File: config.mk
export PLATFORM = sky130hd
export DESIGN_NAME = inst_fetch_unit
export DESIGN_NICKNAME = d
export VERILOG_FILES = /design/src/rtl/inst_fetch_unit.sv
export SDC_FILE = /design/constraint.sdc
export NUM_CORES = 1
export LEC_CHECK = 0
export BUFFER_PORTS_ARGS = -buffer_cell sky130_fd_sc_hd__buf_4
export CAP_MARGIN = 0
export CORE_ASPECT_RATIO = 1.25
export CORE_MARGIN = 4
export CORE_UTILIZATION = 45
export DETAILED_ROUTE_END_ITERATION = 10
export PLACE_DENSITY = 0.71
export SETUP_SLACK_MARGIN = 0.3
export SLEW_MARGIN = 20
export SYNTH_ARGS = -nofsm -noshare
export SYNTH_HDL_FRONTEND = slang
export SYNTH_SLANG_ARGS = --single-unit
File: constraint.sdc
create_clock -name clk -period 4.65 [get_ports clk]
set_clock_uncertainty 0.1 [all_clocks]
set_input_delay 0.465 -clock clk [delete_from_list [all_inputs] [get_ports clk]]
set_output_delay 0.465 -clock clk [all_outputs]
set_load 0.05 [all_outputs]
File: src/rtl/inst_fetch_unit.sv
// Instruction fetch stage: PC, single-outstanding imem req/ack, output register with stall and redirect flush.
// Optional FETCH_PERF_CNT_EN adds fetch_count/stall_count performance counters.
module inst_fetch_unit #(
  parameter logic [31:0] RESET_PC = 32'h0000_0000,
  parameter logic [31:0] PC_INC   = 32'd4
) (
  input  logic        clk,
  input  logic        reset,
  output logic        imem_req,
  output logic [31:0] imem_addr,
  input  logic        imem_ack,
  input  logic [31:0] imem_rdata,
  input  logic        stall,
  input  logic        redirect_valid,
  input  logic [31:0] redirect_pc,
`ifdef FETCH_PERF_CNT_EN
  output logic [31:0] fetch_count,
  output logic [31:0] stall_count,
`endif
  output logic [31:0] instruction,
  output logic [31:0] inst_pc,
  output logic        inst_valid
);

  localparam int unsigned XLEN = 32;

  typedef enum logic {S_REQ = 1'b0, S_FLUSH = 1'b1} state_t;

  state_t            state, state_nx;
  logic [XLEN-1:0]   pc;
  logic [XLEN-1:0]   flush_addr;
  logic [XLEN-1:0]   redirect_target;
  logic              fire;

  assign redirect_target = redirect_pc & ~XLEN'(3);
  assign fire            = (state == S_REQ) && imem_req && imem_ack;

  // State register
  always_ff @(posedge clk or posedge reset) begin
    if (reset) state <= S_REQ;
    else       state <= state_nx;
  end

  // Next-state: a redirect over an un-acked request must wait out that request in S_FLUSH
  always_comb begin
    state_nx = state;
    case (state)
      S_REQ: begin
        if (redirect_valid && imem_req && !imem_ack) state_nx = S_FLUSH;
      end
      S_FLUSH: begin
        if (imem_ack) state_nx = S_REQ;
      end
      default: state_nx = S_REQ;
    endcase
  end

  // Outputs: request only when the output register can take the result
  always_comb begin
    imem_req  = 1'b0;
    imem_addr = pc;
    if (!reset) begin
      case (state)
        S_REQ:   imem_req = !inst_valid || !stall;
        S_FLUSH: imem_req = 1'b1;
        default: imem_req = 1'b0;
      endcase
    end
    if (state == S_FLUSH) imem_addr = flush_addr;
  end

  // PC, flush address and decoder output register
  always_ff @(posedge clk or posedge reset) begin
    if (reset) begin
      pc          <= RESET_PC;
      flush_addr  <= '0;
      instruction <= '0;
      inst_pc     <= '0;
      inst_valid  <= 1'b0;
    end else if (redirect_valid) begin
      pc         <= redirect_target;
      inst_valid <= 1'b0;
      if ((state == S_REQ) && imem_req && !imem_ack) flush_addr <= pc;
    end else if (fire) begin
      instruction <= imem_rdata;
      inst_pc     <= pc;
      inst_valid  <= 1'b1;
      pc          <= pc + PC_INC;
    end else if (inst_valid && !stall) begin
      inst_valid <= 1'b0;
    end
  end

`ifdef FETCH_PERF_CNT_EN
  // Counters wrap naturally at 2^32
  always_ff @(posedge clk or posedge reset) begin
    if (reset) begin
      fetch_count <= '0;
      stall_count <= '0;
    end else begin
      if (fire && !redirect_valid) fetch_count <= fetch_count + 32'd1;
      if (inst_valid && stall)     stall_count <= stall_count + 32'd1;
    end
  end
`endif

endmodule

==> impl_metrics.env, run 1 <==
export IMPL_outcome="finished clean"
export IMPL_port_buffers=160
export IMPL_numCtsBuffers=17
export IMPL_die_h_um=136
export IMPL_yosysTopAreaCellShare_pct=52.8
export IMPL_syn2layout_area_growth_pct=32.8
export IMPL_synth_area_top_cells="dfrtp_1, mux2_2, nand2_1"
export IMPL_worst_skew_pair_late_latency_ps=410
export IMPL_tritoncts="done"
export IMPL_worst_setup_path_type="flop to flop"
export IMPL_ant_nets=0
export IMPL_timing_worst_slew_pin_value_ps=949
export IMPL_netlist_top_cell_by_area="dfrtp_1"
export IMPL_timing_max_transition_violations_final=0
export IMPL_power_leakage_nw=3.41
export IMPL_grt_pass1_vias=4685
export IMPL_power_density_nw_per_um2=553
export IMPL_number_of_antenna_violations_at_the_first_check_in_global_routing=0
export IMPL_worstPathCellList="or3_1 > nor2_4 > buf_4 > mux2_2"
export IMPL_wirelength_um=14800
export IMPL_holdBufCountCts=0
export IMPL_route_detailed_drc=0
export IMPL_worstPathMaxFanout=46
export IMPL_synth_enable_flop_cells=0
export IMPL_final_min_period_over_clock_period_pct=61.2
export IMPL_route_detailed_wl_per_inst_um=17.8
export IMPL_vdd_drop_max_v=0.000323
export IMPL_stdcell_area_um2=7800
export IMPL_postSynth_asyncResetShare_pct=100
export IMPL_fin_nets=717
export IMPL_rsz0062_at_grt="false"
export IMPL_timing_final_hold_violations=0
export IMPL_tns_ps=0
export IMPL_fraction_of_the_yosys_area_taken_by_sequential_cells_pct=52.8
export IMPL_layout_cells_most_common="buf_4"
export IMPL_post_synth_inst_count=496
export IMPL_ctsLongestPathBuffers=2
export IMPL_start_util_pct=46.2
export IMPL_min_delay_path_class="input pin to async pin"
export IMPL_setup_viol=0
export IMPL_die_area_um2=15000
export IMPL_final_min_clock_period_ps=2850
export IMPL_synth_area_um2=5880
export IMPL_critPathArrivalTime_ps=3040
export IMPL_dominantRegCellSynth="dfrtp_1"
export IMPL_place_congestion=0.765
export IMPL_critical_path_endpoint_type="flop"
export IMPL_setup_worst_path_start_class="flop"
export IMPL_synth_seq_cells=124
export IMPL_syn_mean_instance_area_um2=11.8
export IMPL_grt_first_pass_wirelength_um=23500
export IMPL_final_fill_count=1048
export IMPL_ctsRootBufferMaster="clkbuf_16"
export IMPL_ys_types=48
export IMPL_place_detailed_hpwl_um=10400
export IMPL_clock_sinks=124
export IMPL_yosys_warnings=0
export IMPL_overflow=0
export IMPL_postCtsResizedCells=0
export IMPL_grt_start_max_net_pins=65
export IMPL_max_cap_violations=0
export IMPL_rows=46
export IMPL_die_span_x_um=110
export IMPL_fmax_ghz=0.351
export IMPL_critPathSlowestCell="dfrtp_2"
export IMPL_top_level_ports=167
export IMPL_grt_usage_pct=20.2
export IMPL_vias_per_cell=5.52
export IMPL_most_frequent_cells_in_the_layout="buf_4, dfrtp_1, mux2_2, nand2_1, nand3_1"
export IMPL_antenna_diode_count=0
export IMPL_slowest_delay_ps=750
export IMPL_layout_drive_gt1_share_pct=47.7
export IMPL_core_area_um2=12700
export IMPL_dpl_cell_area_um2=7190
export IMPL_worst_slew_margin_rel_pct=36.8
export IMPL_routed_via_count=4567
export IMPL_detailedRoute_firstIterationViolations=179
export IMPL_post_cts_repair_setup_buffers=0
export IMPL_cp_required_ps=4840
export IMPL_drtPass1Iterations=4
export IMPL_cts_htree_levels=4
export IMPL_clk_pin_slew_worst_paths_ps=60
==> synth_stat cells (2+ instances only) <==
| cell | count |
|---|---|
| nor2b_1 | 8 |
| nand3_1 | 25 |
| o31ai_1 | 6 |
| or4_1 | 15 |
| nor4_1 | 8 |
| nand2_1 | 35 |
| a22oi_1 | 3 |
| and2_1 | 4 |
| a21oi_1 | 3 |
| o211ai_1 | 7 |
| clkbuf_1 | 16 |
| a31oi_1 | 6 |
| inv_1 | 9 |
| a211o_1 | 2 |
| buf_1 | 4 |
| mux2_2 | 109 |
| mux2_1 | 7 |
| nor4b_1 | 2 |
| a221o_1 | 2 |
| a311oi_1 | 2 |
| nand4_1 | 9 |
| o21ai_0 | 18 |
| and4_1 | 4 |
| dfrtp_1 | 124 |
| nor3_1 | 8 |
| or3_1 | 4 |
| buf_2 | 13 |
| xnor2_1 | 5 |
| nor2_1 | 16 |
| buf_4 | 4 |
==> worst max-delay path: cells and delay by family, from the launching register on <==
family                 cells  cell delay, ps
DFF                        1             750
muxes                      1             390
and+or+nand+nor            2            1020
buffers and inverters      1             440
==> layout make-up <==
type / count / area, µm² / share of cell area (%)
flip-flops and latches: 124 / 3100 / 39.8
clock inverters: 15 / 188 / 2.41
multi-input cells: 329 / 2590 / 33.2
well taps: 168 / 210 / 2.69
inverters: 9 / 36.3 / 0.465
clock buffers: 17 / 425 / 5.45
repair buffers: 166 / 1250 / 16.0
==> worst paths after layout <==
kind | depth (start not counted) | start | slack, ps | to
worst max-delay path | 4 | state | 1800 | instruction[3]
worst min-delay path | 2 | reset | 130 | instruction[20]
worst max register to register | 4 | state | 1800 | instruction[3]
worst min register to register | 1 | instruction[31] | 390 | instruction[31]
max in group asynchronous | 3 | reset | 3310 | instruction[10]
min in group clk | 3 | redirect_pc[3] | 160 | pc[3]
==> registers in the layout (all words and copies together) (netlist names) <==
signal	count
state	1
inst_pc	30
instruction	32
inst_valid	1
pc	30
flush_addr	30
==> cells by family after synthesis <==
group | count (synthesis) | share of synthesized area (%)
buffers and inverters | 46 | 3.47
flip-flops | 124 | 52.8
other | 1 | 0.0638
adder cells (fa/ha/maj) | 1 | 0.213
AND/OR/NAND/NOR | 146 | 13.9
AO/OA/AOI/OAI | 56 | 6.43
XOR/XNOR | 5 | 0.745
multiplexers | 117 | 22.4
==> layer usage <==
metal / vias up / global-route usage (%) / wire length (µm)
met1: 2268 / 25.4 / 5900
met4: 0 / 7.26 / 304
met3: 26 / 6.20 / 955
met5: - / 0 / 0
li1: 2128 / - / -
met2: 145 / 32.9 / 7610
==> where the power goes <==
group	switching [W]	internal, W
sequential	0.000175	0.00133
clock	0.000512	0.000851
combinational	0.000939	0.000512
==> metrics by stage <==
step / total power, W / hold slack [ps] / setup WS, ps / cells / util, %
4_1_cts: 0.00435 / 151 / 1760 / 828 / 61.4
6_report: 0.00431 / 134 / 1800 / 828 / 61.4
5_1_grt: 0.00449 / 157 / 1640 / 828 / 61.4
3_3_place_gp: 0.00295 / 363 / 1820 / 796 / 56.5
2_1_floorplan: 0.00252 / 352 / 786 / 499 / -
3_5_place_dp: 0.00298 / 375 / 1770 / 796 / 56.5
(Power assumes the default switching activity.)
==> run 2, diff against run 1 <==
- ABC_AREA: unset -> 1
- PLACE_DENSITY: 0.71 -> 0.7
- clock period: 4.65 -> 2.9 ns (I/O delays scaled with it)
==> run 2 against run 1 <==
  * The run now ends with hold timing left
  * First-iteration DRC count grew 48%
  * Global-route usage is 1.7 points higher
  * Sequential share of layout area shrank 2.0 points
  * Count of clock-buffer cells in the layout increased by 4
  * Die area grew 1.2%
  * Critical path type is now flop to output port
  * Area after synthesis up 1.3%
  * Final cell count up 36%
  * Sequential power rose by 54%
==> impl_metrics.env, run 2 <==
export IMPL_layout_cells_most_common="nand2_1"
export IMPL_rsz0062_at_grt="false"
export IMPL_vias_per_cell=4.91
export IMPL_synth_top_family_by_area="simple AND/OR/NAND/NOR gates"
export IMPL_largest_register="instruction"
export IMPL_routed_via_count=5525
export IMPL_drtPass1Iterations=4
export IMPL_most_frequent_cells_in_the_layout="nand2_1, buf_4, dfrtp_1, o21ai_0, inv_1"
export IMPL_timing_worst_slew_pin_value_ps=750
export IMPL_worst_slew_margin_rel_pct=50.0
export IMPL_layout_drive_gt1_share_pct=22.7
export IMPL_die_h_um=137
export IMPL_grt_usage_pct=21.9
export IMPL_synth_area_mux_share_pct=0
export IMPL_multi_input_logic_area_um2=2460
export IMPL_syn_mean_instance_area_um2=7.83
export IMPL_largest_register_ff_count=32
export IMPL_post_synth_top_count_cell="nand2_1"
export IMPL_final_min_period_over_clock_period_pct=73.4
export IMPL_rows=46
export IMPL_die_span_x_um=111
export IMPL_worst_setup_path_type="flop to output port"
export IMPL_final_fill_count=1123
export IMPL_critPathArrivalTime_ps=1740
export IMPL_core_area_um2=12800
export IMPL_power_frac_comb_pct=32.7
export IMPL_ff_latch_area_um2=3100
export IMPL_synth_area_top_cells="dfrtp_1, nand2_1, o21ai_0"
export IMPL_synth_adder_area_share_pct=0.210
export IMPL_dpl_cell_area_um2=7250
export IMPL_finalHoldWorstSlack_ps=-60.6
export IMPL_route_detailed_wl_per_inst_um=14.4
export IMPL_place_detailed_hpwl_um=10700
export IMPL_p_seq_share_pct=34.6
export IMPL_grt_pass1_vias=5565
export IMPL_ctsRootBufferMaster="clkbuf_16"
export IMPL_grt_first_pass_wirelength_um=26900
export IMPL_stdcell_area_um2=8220
export IMPL_cp_required_ps=2510
export IMPL_power_clock_fraction_pct=32.7
export IMPL_antenna_diode_count=0
export IMPL_fmax_ghz=0.470
export IMPL_worstPathMaxFanout=60
export IMPL_port_buffers=160
export IMPL_timing_max_transition_violations_final=0
export IMPL_synth_seq_cells=124
export IMPL_internal_power_w=0.00418
export IMPL_power_leakage_nw=4.11
export IMPL_yosysTopAreaCellShare_pct=52.1
export IMPL_max_cap_violations=0
export IMPL_vdd_drop_max_v=0.000450
export IMPL_holdBufCountCts=36
export IMPL_synth_commonest_cells="nand2_1, dfrtp_1, o21ai_0, inv_1, nor2_1"
export IMPL_top_level_ports=167
export IMPL_place_congestion=0.925
export IMPL_ctsLongestPathBuffers=2
export IMPL_min_delay_path_class="input pin to async pin"
export IMPL_number_of_antenna_violations_at_the_first_check_in_global_routing=0
export IMPL_synthSimpleGateAreaFrac_pct=28.6
export IMPL_synth_enable_flop_cells=0
export IMPL_post_cts_repair_setup_buffers=0
export IMPL_worst_skew_pair_late_latency_ps=410
export IMPL_numCtsBuffers=17
export IMPL_detailedRoute_firstIterationViolations=265
export IMPL_synth_area_um2=5950
export IMPL_yosys_warnings=0
export IMPL_tns_ps=0
export IMPL_layout_cells_non_filler=1126
export IMPL_final_min_clock_period_ps=2130
export IMPL_postCtsResizedCells=0
export IMPL_outcome="complete, but fails checks"
export IMPL_violated_checks="hold timing"
export IMPL_grt_start_max_net_pins=125
export IMPL_fin_nets=1015
export IMPL_wirelength_um=16200
export IMPL_postSynth_asyncResetShare_pct=100
export IMPL_netlist_top_cell_by_area="dfrtp_1"
export IMPL_post_synth_inst_count=760
export IMPL_power_density_nw_per_um2=813
export IMPL_placed_cells_incl_taps=1058
export IMPL_p_switching_w=0.00251
export IMPL_start_util_pct=46.4
export IMPL_clock_sinks=124
export IMPL_synth_xor_xnor_area_share_pct=1.32
export IMPL_setup_worst_path_start_class="flop"
export IMPL_tritoncts="done"
export IMPL_ys_types=32
export IMPL_route_detailed_drc=0
export IMPL_ant_nets=0
export IMPL_fraction_of_the_yosys_area_taken_by_sequential_cells_pct=52.1
export IMPL_dominantRegCellSynth="dfrtp_1"
export IMPL_synth_compound_gate_area_share_pct=10.8
export IMPL_total_power_w=0.00668
export IMPL_syn2layout_area_growth_pct=38.1
export IMPL_overflow=0
export IMPL_switching_share_pct=37.5
export IMPL_die_area_um2=15100
export IMPL_cts_htree_levels=4
export IMPL_clk_pin_slew_worst_paths_ps=50
export IMPL_timing_final_hold_violations=15
export IMPL_setup_viol=0
export IMPL_critical_path_endpoint_type="output port"
run 2: changes by cell type after synthesis, moves of 8 or more:
cell     delta
or4_1      -15
nor2b_1     -8
xor2_1      +8
nand2_1   +284
nor4_1      -8
nor2_1     +24
mux2_2    -109
o21ai_0    +77
inv_1      +34
o21ai_1    +10
run 2: power by group through the flow:
stage | registers, W | logic, W | clock network (W)
after floorplan | 0.00300 | 0.000828 | 0
after global placement | 0.00232 | 0.00214 | 0
after detailed placement | 0.00233 | 0.00217 | 0
after CTS | 0.00231 | 0.00221 | 0.00223
after global routing | 0.00236 | 0.00235 | 0.00230
final | 0.00231 | 0.00219 | 0.00218
run 2: logic make-up after synthesis:
| group | count (synthesis) |
|---|---|
| buffers and inverters | 88 |
| adders and majority gates | 1 |
| and+or+nand+nor | 415 |
| other | 1 |
| AOI/OAI and AO/OA | 122 |
| xor gates and xnor gates | 9 |
| DFF | 124 |
run 2: path summary, 6_finish.rpt:
check / from / end / slack, ps / depth (start not counted)
max: state / imem_addr[28] / 770 / 4
min: reset / instruction[0] / -60 / 3
max reg2reg: inst_valid / pc[14] / 980 / 10
min reg2reg: inst_pc[13] / inst_pc[13] / 380 / 2
max in group asynchronous: reset / state / 2070 / 3
min in group clk: redirect_pc[18] / pc[18] / 10 / 3
run 2: layer usage:
layer / track usage (%) / routed length, µm / up-vias
met3: 6.90 / 1060 / 9
met2: 38.3 / 8240 / 142
met5: 0 / 0 / -
met4: 5.89 / 149 / 0
met1: 26.4 / 6720 / 2591
li1: - / - / 2783
run 2: final cells by class:
class	count	area share (%)
Clock inverter	11	2.05
Timing Repair Buffer	202	20.0
Inverter	49	2.31
Multi-Input combinational cell	551	30.0
Clock buffer	21	5.36
Tap cell	168	2.56
Sequential cell	124	37.8
run 2: through the flow:
step	hold slack [ps]	utilization, %	setup slack, ps
after CTS	1.83	64.1	739
after floorplan	271	-	-328
after detailed placement	367	56.5	955
after global routing	7.99	64.1	651
final	-60.6	64.1	772
after global placement	362	56.5	978
run 2: worst max-delay path, cell delays in order (launching register included):
cell and delay, ps:
dfrtp_2 380, buf_4 430, nand2_1 110, o21ai_0 120
buf_4 250
==> run 3, diff against run 2 <==
- clock period: 2.9 -> 2.2 ns (I/O delays scaled with it)
==> run 3 against run 2 <==
  * The run now ends clean
  * Count of clock-buffer cells in the layout did not move
  * Clock power rose by 43%
  * Sequential share of layout area fell by 1.0 points
  * Core utilization rose by 1.9 points
  * Setup slack got worse by 440 ps
  * Via count rose by 2.9%
  * Hold slack improved by 69 ps
  * Routed wire length rose by 3.5%
  * Critical path type unchanged
  * Critical endpoint is now imem_addr[2]
  * Largest power group is now clock
==> impl_metrics.env, run 3 (synthesized netlist as in run 2, its figures left out) <==
export IMPL_fin_nets=1034
export IMPL_detailedRoute_firstIterationViolations=291
export IMPL_final_fill_count=1122
export IMPL_final_min_period_over_clock_period_pct=85.0
export IMPL_largest_register="instruction"
export IMPL_route_detailed_wl_per_inst_um=14.6
export IMPL_setup_viol=0
export IMPL_worstPathMaxFanout=30
export IMPL_power_density_nw_per_um2=1080
export IMPL_timing_worst_slew_pin_value_ps=661
export IMPL_vias_per_cell=4.96
export IMPL_worstPathCellList="buf_8 > o21ai_1 > buf_4"
export IMPL_outcome="finished clean"
export IMPL_start_util_pct=46.4
export IMPL_grt_start_max_net_pins=125
export IMPL_worst_r2r_path_depth=10
export IMPL_antenna_diode_count=0
export IMPL_critPathArrivalTime_ps=1550
export IMPL_multi_input_logic_area_um2=2470
export IMPL_max_cap_violations=0
export IMPL_port_buffers=160
export IMPL_critical_path_sink="imem_addr[2]"
export IMPL_number_of_antenna_violations_at_the_first_check_in_global_routing=0
export IMPL_grt_pass1_vias=5511
export IMPL_slowest_delay_ps=440
export IMPL_worst_setup_path_type="flop to output port"
export IMPL_ctsRootBufferMaster="clkbuf_16"
export IMPL_layout_drive_gt1_share_pct=23.0
export IMPL_overflow=0
export IMPL_die_area_um2=15100
export IMPL_critical_path_endpoint_type="output port"
export IMPL_timing_max_transition_violations_final=0
export IMPL_syn2layout_area_growth_pct=42.1
export IMPL_clock_sinks=124
export IMPL_layout_cells_most_common="nand2_1"
export IMPL_most_frequent_cells_in_the_layout="nand2_1, buf_4, dfrtp_1, o21ai_1, dlygate4sd3_1"
export IMPL_power_leakage_nw=4.23
export IMPL_ff_latch_area_um2=3110
export IMPL_top_level_ports=167
export IMPL_grt_first_pass_wirelength_um=27200
export IMPL_die_span_x_um=111
export IMPL_rows=46
export IMPL_timing_reg2reg_setup_slack_ps=450
export IMPL_rsz0062_at_grt="false"
export IMPL_ant_nets=0
export IMPL_place_detailed_hpwl_um=10900
export IMPL_drtPass1Iterations=5
export IMPL_vdd_drop_max_v=0.000671
export IMPL_post_cts_repair_setup_buffers=0
export IMPL_placed_cells_incl_taps=1062
export IMPL_r2r_start="pc[3]"
export IMPL_cp_required_ps=1880
export IMPL_min_delay_path_class="input pin to flop"
export IMPL_routed_via_count=5683
export IMPL_ctsLongestPathBuffers=2
export IMPL_die_h_um=137
export IMPL_largest_register_ff_count=32
export IMPL_core_area_um2=12800
export IMPL_layout_cells_non_filler=1145
export IMPL_cts_htree_levels=4
export IMPL_timing_final_hold_violations=0
export IMPL_setup_worst_path_start_class="flop"
export IMPL_place_congestion=0.926
export IMPL_critPathSlowestCell="dfrtp_2"
export IMPL_worst_slew_margin_rel_pct=55.9
export IMPL_tritoncts="done"
export IMPL_grt_usage_pct=22.3
export IMPL_setup_worst_path_start="state"
export IMPL_fmax_ghz=0.535
export IMPL_numCtsBuffers=17
export IMPL_rr_endpoint="pc[14]"
export IMPL_tns_ps=0
export IMPL_worst_skew_pair_late_latency_ps=410
export IMPL_final_min_clock_period_ps=1870
export IMPL_route_detailed_drc=0
export IMPL_finalHoldWorstSlack_ps=8.64
export IMPL_clk_pin_slew_worst_paths_ps=50
export IMPL_wirelength_um=16700
-- run 3: repair_timing --
item                                    4_1_cts  5_1_grt
endpoints found under the hold margin        52        0
endpoints found under the setup margin        1       47
hold buffers                                 51        0
gates resized for setup                       1        6
pin swaps                                     0        0
-- run 3: cell type report --
type	count	share of cell area (%)
clock buffers	21	5.56
clock inverters	11	2.23
inverters	49	2.28
multi-input cells	551	29.2
flip-flops and latches	124	36.7
well taps	168	2.48
repair buffers	221	21.6
-- run 3: how the worst min path moves through the flow --
stage                    startpoint         endpoint  slack, ps  cells after the start
detailed placement    imem_rdata[6]   instruction[6]        320                      3
finish              redirect_pc[23]           pc[23]          9                      5
CTS                 redirect_pc[23]           pc[23]          9                      5
global route        redirect_pc[15]           pc[15]         20                      4
floorplan                  imem_ack            state        200                      1
global placement     imem_rdata[29]  instruction[29]        310                      3
-- run 3: stage by stage --
stage                     worst slack, ps  utilization, %  area, µm²  power [W]
after floorplan                      -958               -       6050    0.00506
after global placement                442            56.6       7270    0.00591
after detailed placement              410            56.6       7270    0.00594
after CTS                             340            65.8       8440    0.00915
after global routing                  323            65.9       8460    0.00951
final                                 330            65.9       8460    0.00910
-- run 3: critical path: cells and delay by family (launching register included) --
kind                   cells  cell delay [ps]
AO/OA/AOI/OAI              1              260
buffers and inverters      2              430
flip-flops                 1              440
-- run 3: report_power, final --
part / internal, W / switching [W]
combinational: 0.000901 / 0.00203
clock: 0.00210 / 0.00102
sequential: 0.00274 / 0.000311
total: 0.00574 / 0.00336
-- run 3: per-layer routing --
layer,routed length [µm],track usage (%),share of wire [%],vias to the layer above
met4,360,7.73,2.2,0
met1,6780,26.8,40,2651
li1,-,-,-,2820
met2,8440,38.3,50,186
met5,0,0,0,-
met3,1160,6.50,7.0,26
